==> config.mk <==
export PLATFORM = sky130hd
export DESIGN_NAME = clock_set_ctrl
export DESIGN_NICKNAME = d
export VERILOG_FILES = /design/src/rtl/clock_set_ctrl.sv
export SDC_FILE = /design/constraint.sdc
export NUM_CORES = 1
export LEC_CHECK = 0
export CELL_PAD_IN_SITES_DETAIL_PLACEMENT = 1
export CELL_PAD_IN_SITES_GLOBAL_PLACEMENT = 1
export CORE_UTILIZATION = 40
export CTS_BUF_LIST = sky130_fd_sc_hd__clkbuf_2 sky130_fd_sc_hd__clkbuf_4 sky130_fd_sc_hd__clkbuf_8
export DETAILED_ROUTE_END_ITERATION = 16
export PLACE_DENSITY = 0.79
export SYNTH_ARGS = -nofsm -noshare
export SYNTH_HDL_FRONTEND = slang
export SYNTH_SLANG_ARGS = --single-unit
==> constraint.sdc <==
create_clock -name clk -period 3 [get_ports clk]
set_input_delay 0.9 -clock clk [delete_from_list [all_inputs] [get_ports clk]]
set_output_delay 0.9 -clock clk [all_outputs]
set_load 0.01 [all_outputs]
==> src/rtl/clock_set_ctrl.sv <==
// clock_set_ctrl: control FSM and timekeeping for a multi-function clock.
// Runs an hh:mm:ss counter from a 1 s prescaler, handles time set, alarm set,
// alarm enable and the alarm ring from three debounced key pulses.
//
// Ports:
//   clk        - main clock
//   rst_n      - asynchronous reset, active low
//   key_pulse  - 1-cycle key presses: [0] mode, [1] turn, [2] change
//   state      - 0 RUN, 1 SET_TIME, 2 SET_ALARM
//   field      - edited field: 0 HOUR, 1 MIN, 2 SEC
//   hour/minute/second - current time
//   alm_hour/alm_min   - alarm time
//   alarm_en   - alarm armed
//   alarm_ring - buzzer request
//   sec_tick   - 1-cycle pulse at each second rollover
//   blink      - blink phase for the edited field (high in first half-second)
module clock_set_ctrl #(
    parameter int CLK_HZ    = 50_000_000,
    parameter int RING_SECS = 60
) (
    input  logic       clk,
    input  logic       rst_n,
    input  logic [2:0] key_pulse,
    output logic [1:0] state,
    output logic [1:0] field,
    output logic [4:0] hour,
    output logic [5:0] minute,
    output logic [5:0] second,
    output logic [4:0] alm_hour,
    output logic [5:0] alm_min,
    output logic       alarm_en,
    output logic       alarm_ring,
    output logic       sec_tick,
    output logic       blink
);
    localparam int PW = (CLK_HZ > 1) ? $clog2(CLK_HZ) : 1;
    localparam int RW = $clog2(RING_SECS + 1);
    localparam logic [PW-1:0] PRESC_MAX  = PW'(CLK_HZ - 1);
    localparam logic [PW-1:0] PRESC_HALF = PW'(CLK_HZ / 2);
    localparam logic [PW-1:0] PRESC_ONE  = PW'(1);
    localparam logic [RW-1:0] RING_LAST  = RW'(RING_SECS - 1);
    localparam logic [RW-1:0] RING_ONE   = RW'(1);

    typedef enum logic [1:0] {
        RUN       = 2'd0,
        SET_TIME  = 2'd1,
        SET_ALARM = 2'd2
    } state_t;

    localparam logic [1:0] HOUR = 2'd0;
    localparam logic [1:0] MIN  = 2'd1;
    localparam logic [1:0] SEC  = 2'd2;

    state_t          cur, nxt;
    logic [PW-1:0]   presc, presc_nxt;
    logic [RW-1:0]   ring_cnt, rcnt_nxt;
    logic [1:0]      field_nxt;
    logic [4:0]      hour_nxt, alm_hour_nxt;
    logic [5:0]      minute_nxt, second_nxt, alm_min_nxt;
    logic            en_nxt, ring_nxt, blink_nxt;
    logic            wrap;
    logic            mode_key, turn_key, change_key;

    // Priority mode > turn > change; lower-priority bits are dropped.
    assign mode_key   = key_pulse[0];
    assign turn_key   = key_pulse[1] & ~key_pulse[0];
    assign change_key = key_pulse[2] & ~key_pulse[1] & ~key_pulse[0];

    // Time is frozen in SET_TIME: the prescaler never reaches its terminal count.
    assign wrap  = (cur != SET_TIME) && (presc == PRESC_MAX);
    assign state = cur;

    always_ff @(posedge clk or negedge rst_n) begin
        if (!rst_n) cur <= RUN;
        else        cur <= nxt;
    end

    always_comb begin
        nxt          = cur;
        field_nxt    = field;
        hour_nxt     = hour;
        minute_nxt   = minute;
        second_nxt   = second;
        alm_hour_nxt = alm_hour;
        alm_min_nxt  = alm_min;
        en_nxt       = alarm_en;
        ring_nxt     = alarm_ring;
        rcnt_nxt     = ring_cnt;
        presc_nxt    = (cur == SET_TIME || wrap) ? '0 : presc + PRESC_ONE;

        if (wrap) begin
            if (second == 6'd59) begin
                second_nxt = 6'd0;
                if (minute == 6'd59) begin
                    minute_nxt = 6'd0;
                    hour_nxt   = (hour == 5'd23) ? 5'd0 : hour + 5'd1;
                end else begin
                    minute_nxt = minute + 6'd1;
                end
            end else begin
                second_nxt = second + 6'd1;
            end
            if (alarm_ring) begin
                if (ring_cnt == RING_LAST) ring_nxt = 1'b0;
                else                       rcnt_nxt = ring_cnt + RING_ONE;
            end
            // Match is against the time being written on this edge.
            if (alarm_en && hour_nxt == alm_hour && minute_nxt == alm_min &&
                second_nxt == 6'd0) begin
                ring_nxt = 1'b1;
                rcnt_nxt = '0;
            end
        end

        if (alarm_ring && key_pulse != 3'b000) begin
            // Any press silences the buzzer and is otherwise swallowed.
            ring_nxt = 1'b0;
        end else if (mode_key) begin
            field_nxt = HOUR;
            case (cur)
                RUN: begin
                    nxt       = SET_TIME;
                    presc_nxt = '0;
                end
                SET_TIME: nxt = SET_ALARM;
                default:  nxt = RUN;
            endcase
        end else if (turn_key) begin
            case (cur)
                SET_TIME:  field_nxt = (field == SEC) ? HOUR : field + 2'd1;
                SET_ALARM: field_nxt = (field == HOUR) ? MIN : HOUR;
                default:   field_nxt = field;
            endcase
        end else if (change_key) begin
            case (cur)
                SET_TIME: begin
                    case (field)
                        HOUR:    hour_nxt   = (hour == 5'd23) ? 5'd0 : hour + 5'd1;
                        MIN:     minute_nxt = (minute == 6'd59) ? 6'd0 : minute + 6'd1;
                        default: second_nxt = 6'd0;
                    endcase
                end
                SET_ALARM: begin
                    if (field == HOUR)
                        alm_hour_nxt = (alm_hour == 5'd23) ? 5'd0 : alm_hour + 5'd1;
                    else
                        alm_min_nxt = (alm_min == 6'd59) ? 6'd0 : alm_min + 6'd1;
                end
                default: en_nxt = ~alarm_en;
            endcase
        end

        // Disarming always silences the buzzer.
        if (!en_nxt) ring_nxt = 1'b0;

        blink_nxt = (presc_nxt < PRESC_HALF);
    end

    always_ff @(posedge clk or negedge rst_n) begin
        if (!rst_n) begin
            presc      <= '0;
            ring_cnt   <= '0;
            field      <= HOUR;
            hour       <= 5'd0;
            minute     <= 6'd0;
            second     <= 6'd0;
            alm_hour   <= 5'd0;
            alm_min    <= 6'd0;
            alarm_en   <= 1'b0;
            alarm_ring <= 1'b0;
            sec_tick   <= 1'b0;
            blink      <= 1'b0;
        end else begin
            presc      <= presc_nxt;
            ring_cnt   <= rcnt_nxt;
            field      <= field_nxt;
            hour       <= hour_nxt;
            minute     <= minute_nxt;
            second     <= second_nxt;
            alm_hour   <= alm_hour_nxt;
            alm_min    <= alm_min_nxt;
            alarm_en   <= en_nxt;
            alarm_ring <= ring_nxt;
            sec_tick   <= wrap;
            blink      <= blink_nxt;
        end
    end
endmodule
Yosys cells after proc, flatten, opt, wreduce, memory -nomap -nowiden. Index checks and enable logic that the tools add are counted.

Register bits after elaboration: 68. Bits in latches: 0. Memory bits (writable): 0. ROM bits: 0. Input port bits: 5. Logic and storage cells: 123. Memories: 0.

Add/subtract/negate cells: 8. Multipliers: 0. Divide/modulo/power cells: 0. Magnitude comparators: 1. Eq/ne operators: 16. Shift-type cells: 0. Muxes and demuxes: 56. Bitwise logic cells: 9. Reductions and logical operators: 20.

Operator list (count): 2-to-1 mux 6 bit (23); 2-to-1 mux 26 bit (4); 2-to-1 mux 5 bit (12); adder 26 x 1 -> 26 bit, second input constant (1); equality test 26 bit, second input constant (1); < comparator 26 x 25 -> 1 bit, second input constant (1); adder 6 x 1 -> 6 bit, second input constant (4); equality test 6 bit, second input constant (4); 2-to-1 mux 1 bit (12); AND reduction 6 bit (2); adder 5 x 1 -> 5 bit, second input constant (2); equality test 5 bit, second input constant (2); case mux 2 bit (2 select lines) (2); equality test 6 bit (1); logical NOT 6 bit (1); 2-to-1 mux 2 bit (3); inverter 1 bit (6); AND reduction 3 bit (2); nonzero test 3 bit (2); equality test 5 bit (1); logical AND 1 bit (5); equality test 2 x 1 -> 1 bit, second input constant (2); equality test 2 bit, second input constant (2); logical NOT 2 bit (2); other kinds (8) (13).

Logic depth before layout (Yosys ltp). Gate-level depths: netlist of the first run.

Word-level depth: 13. Gate-level depth with buffers: 10. Depth with buffers taken out: 9.

Worst setup path after synthesis of the first run. OpenSTA, ideal clock, no wires.

Path kind: reg2reg. From: register second[0]. To: register alarm_ring. Arrival time: 2.372 ns. Data required time: 2.918 ns. Slack: 0.546 ns. Cell stages (with the launch flop): 10. Path buffers: 1. Period minus slack after synthesis: 2.454 ns. Cells stage by stage: dfrtp_1 > ha_1 > and2_1 > buf_4 > and3_4 > or3_1 > a22oi_2 > nand4_1 > or3_1 > a31oi_1.

Cells in the longest elaborated chain, start to end: 11.

RTL lines: from (decl) (RTL line 28) `output logic [5:0] second,`; from (signal assigned) (RTL line 179) `second <= second_nxt;`; branches (longest 6 deep; another with adder 6 x 1 -> 6 bit); logical AND 1 bit * (RTL line 108) `if (alarm_en && hour_nxt == alm_hour && minute_nxt == alm_min &&`; 2-to-1 mux 1 bit * (RTL line 108); 2-to-1 mux 1 bit * (RTL line 91) `if (wrap) begin`; 2-to-1 mux 1 bit * (RTL line 115) `if (alarm_ring && key_pulse != 3'b000) begin`; 2-to-1 mux 1 bit * (RTL line 154) `if (!en_nxt) ring_nxt = 1'b0;`; to (signal assigned) (RTL line 183) `alarm_ring <= ring_nxt;`; to (decl) (RTL line 32) `output logic alarm_ring,`.

Every way passes the cells marked *. The select of a mux whose other input is x is not followed. A chain may end at the register's enable or synchronous reset.

Worst setup path after layout of the first run.
From: register second[1]. To: register alarm_ring.

The elaborated chain is that of the path after synthesis.

==> flow_summary.yaml, run 1 <==
outcome:
  outcome: "complete, no violations"
synthesis:
  yosysUniqueCellTypes: 75
  synth-seq-cells: 68
  ys.flop_type: "dfrtp_1"
  synth_warnings: 0
  syn_inst: 484
  yosysTopAreaCell: "dfrtp_1"
  async_flop_share_pct: 100.0
  syn_avg_cell_area_sq_um: 9.061
  ys_top_cells_by_area: "dfrtp_1, nor2_1, nand2_1, xnor2_1, xor2_1"
  synth_edf_count: 0
  yosysSeqAreaShare_pct: 38.80
  synth_top_area_share_pct: 38.80
  synth_fp_nets: 502
  netlist_area_sq_mm: 0.004385
placed_design:
  portBuffers: 40
  gp_congestion: 0.8338
  dp_hpwl_um: 9081
grt:
  grt-ovfl-total: 0
  gr-usage-all-layers_pct: 22.98
  grt_pass1_vias: 4056
  grt_start_max_net_pins: 38
  grt_pass1_wl_um: 20510
  antenna_found_initial: 0
timing:
  tightest_slew_ns: 0.9202
  fmax_mhz: 362.7
  layout_min_cycle_time_ns: 2.757
  setup_viol: 0
  hold_viol: 0
  finClkSkew_ns: 0.01949
  fin_hold_ws_ns: 0.4663
  drv_slew: 0
  rsz0062_at_grt: "false"
  relSlewSlack_pct: 38.08
  finalCritPeriodShare_pct: 91.90
pwr:
  p_clk_share_pct: 21.4
  power_switching_w: 0.001355
  p_comb_share_pct: 41.3
  peakVddDrop_mv: 0.2681
  p_int_w: 0.001996
  pwr-share-seq_pct: 37.4
  leakage_nw: 2.156
  p_per_area_mw_per_mm2: 643.4
  p_sw_share_pct: 40.43
clock_network:
  clockBufferDepth: 2
  cts_tree: "yes"
  cts_max_level: 3
  cts_sinks: 68
  ctsHoldBuffers: 0
  cts-resized-gates: 0
  clk_latency_ns: 0.36
  clkTransAtPathRegs_ns: 0.08
  root_buffer: "clkbuf_8"
  cts_buffers: 9
  cts_setup_buffers: 0
finish:
  antenna_cells: 0
  final_cell_mix: "dfrtp_1, nor2_1, nand2_1, clkdlybuf4s50_1, buf_4"
  fill_cells: 1231
  fin_nets: 556
  syn2layout_area_growth_pct: 18.77
  post-route-util_pct: 49.78
  layout-drive-gt1-share_pct: 12.89
  final_common_cell: "dfrtp_1"
die:
  die_w_um: 106.7
  coreArea_sq_mm: 0.01046
  rows: 37
  die_h_um: 106.7
  io_pins: 41
  start_util_pct: 41.92
  dieArea_sq_mm: 0.01139
detailed_routing:
  ant_nets: 0
  dr.pass1.iters: 11
  drt_wl_total_um: 12110
  drtIter0Drc: 173
  drc: 0
  vias_per_cell: 5.680
  wl_per_cell_um: 17.84
  vias: 3857
worst_setup_path:
  crit_path_end_kind: "flip-flop"
  r2r_slack_ns: 0.24
  required_ns: 3.27
  cp.arrival_ns: 3.03
  critPathKind: "flip-flop to flip-flop"
  startpoint_type: "flip-flop"
  crit_fanout: 6
run:
  timing.max_cap.violations: 0
hold_path:
  holdCritPathClass: "flip-flop to flip-flop"
-- final cells by class --
cell class	instances	area (sq um)	area share, %
clock buffer	11	138.9	2.666
clock inverter	5	38.79	0.7447
inverter	13	48.80	0.9368
multi-input combinational	380	2520	48.38
sequential	68	1702	32.67
tap	136	170.2	3.267
timing repair buffer	66	590.6	11.34
-- cells by family (layout without fill, tap and decap cells) --
group	Yosys count	in the layout	share of synthesized area [%]
AOI/OAI and AO/OA	88	88	14.38
xor gates and xnor gates	43	43	8.588
adders and majority gates	13	13	3.709
buffers and inverters	36	95	3.737
DFF	68	68	38.80
muxes	19	19	4.622
and+or+nand+nor	217	217	26.16
-- path summary, 6_finish.rpt --
| check | end | startpoint | cells past startpoint |
|---|---|---|---|
| max | alarm_ring$_DFFE_PN0P_ | second[1]$_DFF_PN0_ | 9 |
| min | presc[0]$_DFF_PN0_ | presc[0]$_DFF_PN0_ | 1 |
| max reg2reg | alarm_ring$_DFFE_PN0P_ | second[1]$_DFF_PN0_ | 9 |
| min reg2reg | presc[0]$_DFF_PN0_ | presc[0]$_DFF_PN0_ | 1 |
| max in group asynchronous | minute[0]$_DFF_PN0_ | rst_n | 2 |
| min in group asynchronous | presc[4]$_DFF_PN0_ | rst_n | 1 |
-- state kept, by name, indices dropped and copies added (netlist names) --
register,count
presc,26
alm_min,6
minute,6
ring_cnt,6
second,6
alm_hour,5
hour,5
field,2
state,2
alarm_en,1
alarm_ring,1
blink,1
sec_tick,1
-- power by group through the flow --
stage / clock, W / combinational, W / sequential (W)
2_1_floorplan: 0 / 0.000772 / 0.00127
3_3_place_gp: 0 / 0.00133 / 0.00126
3_5_place_dp: 0 / 0.00137 / 0.00127
4_1_cts: 0.000735 / 0.00138 / 0.00126
5_1_grt: 0.000759 / 0.00152 / 0.00128
6_report: 0.000716 / 0.00138 / 0.00125
-- worst max-delay path, cell delays in order (launching register included) --
cell,delay (ns)
dfrtp_1,0.45
ha_1,0.24
buf_4,0.15
nand2_1,0.07
nor2_1,0.49
mux2i_1,0.28
xor2_1,0.19
o211ai_1,0.19
or3_1,0.43
a31oi_1,0.18
-- through the flow --
| stage | setup WS [ns] | cell area, sq um | instances | TNS (ns) | power, W |
|---|---|---|---|---|---|
| after detailed placement | -0.01534 | 5031 | 663 | -0.01534 | 0.002644 |
| after global routing | 0.006868 | 5209 | 679 | 0 | 0.003555 |
| after CTS | 0.2714 | 5209 | 679 | 0 | 0.003376 |
| final | 0.2430 | 5209 | 679 | 0 | 0.003351 |
| after floorplan | 0.5460 | 4385 | 484 | 0 | 0.002040 |
| after global placement | 0.09325 | 5031 | 663 | 0 | 0.002594 |
-- metal layers --
layer	share of wire (%)	vias to the layer above	global-route usage, %
met5	0	-	0
met4	1.4	0	6.947
met3	3.6	16	4.438
met2	51	82	40.32
met1	44	1918	28.41
li1	-	1841	-
-- synthesized netlist by cell type, types with 11 or more instances --
cell type / n
nor3_1: 13
nand4_1: 16
ha_1: 13
xnor2_1: 22
nand3_1: 18
nor2_1: 55
xor2_1: 21
nand2_1: 52
a21oi_1: 18
dfrtp_1: 68
clkbuf_1: 13
o21ai_0: 18
inv_1: 11
Power figures use the tool's default switching activity.
==> run 2: changes to the inputs <==
- SLEW_MARGIN: default -> 25
==> results of run 2 <==
The final DEF is identical to that of run 1; final timing and power are the same.
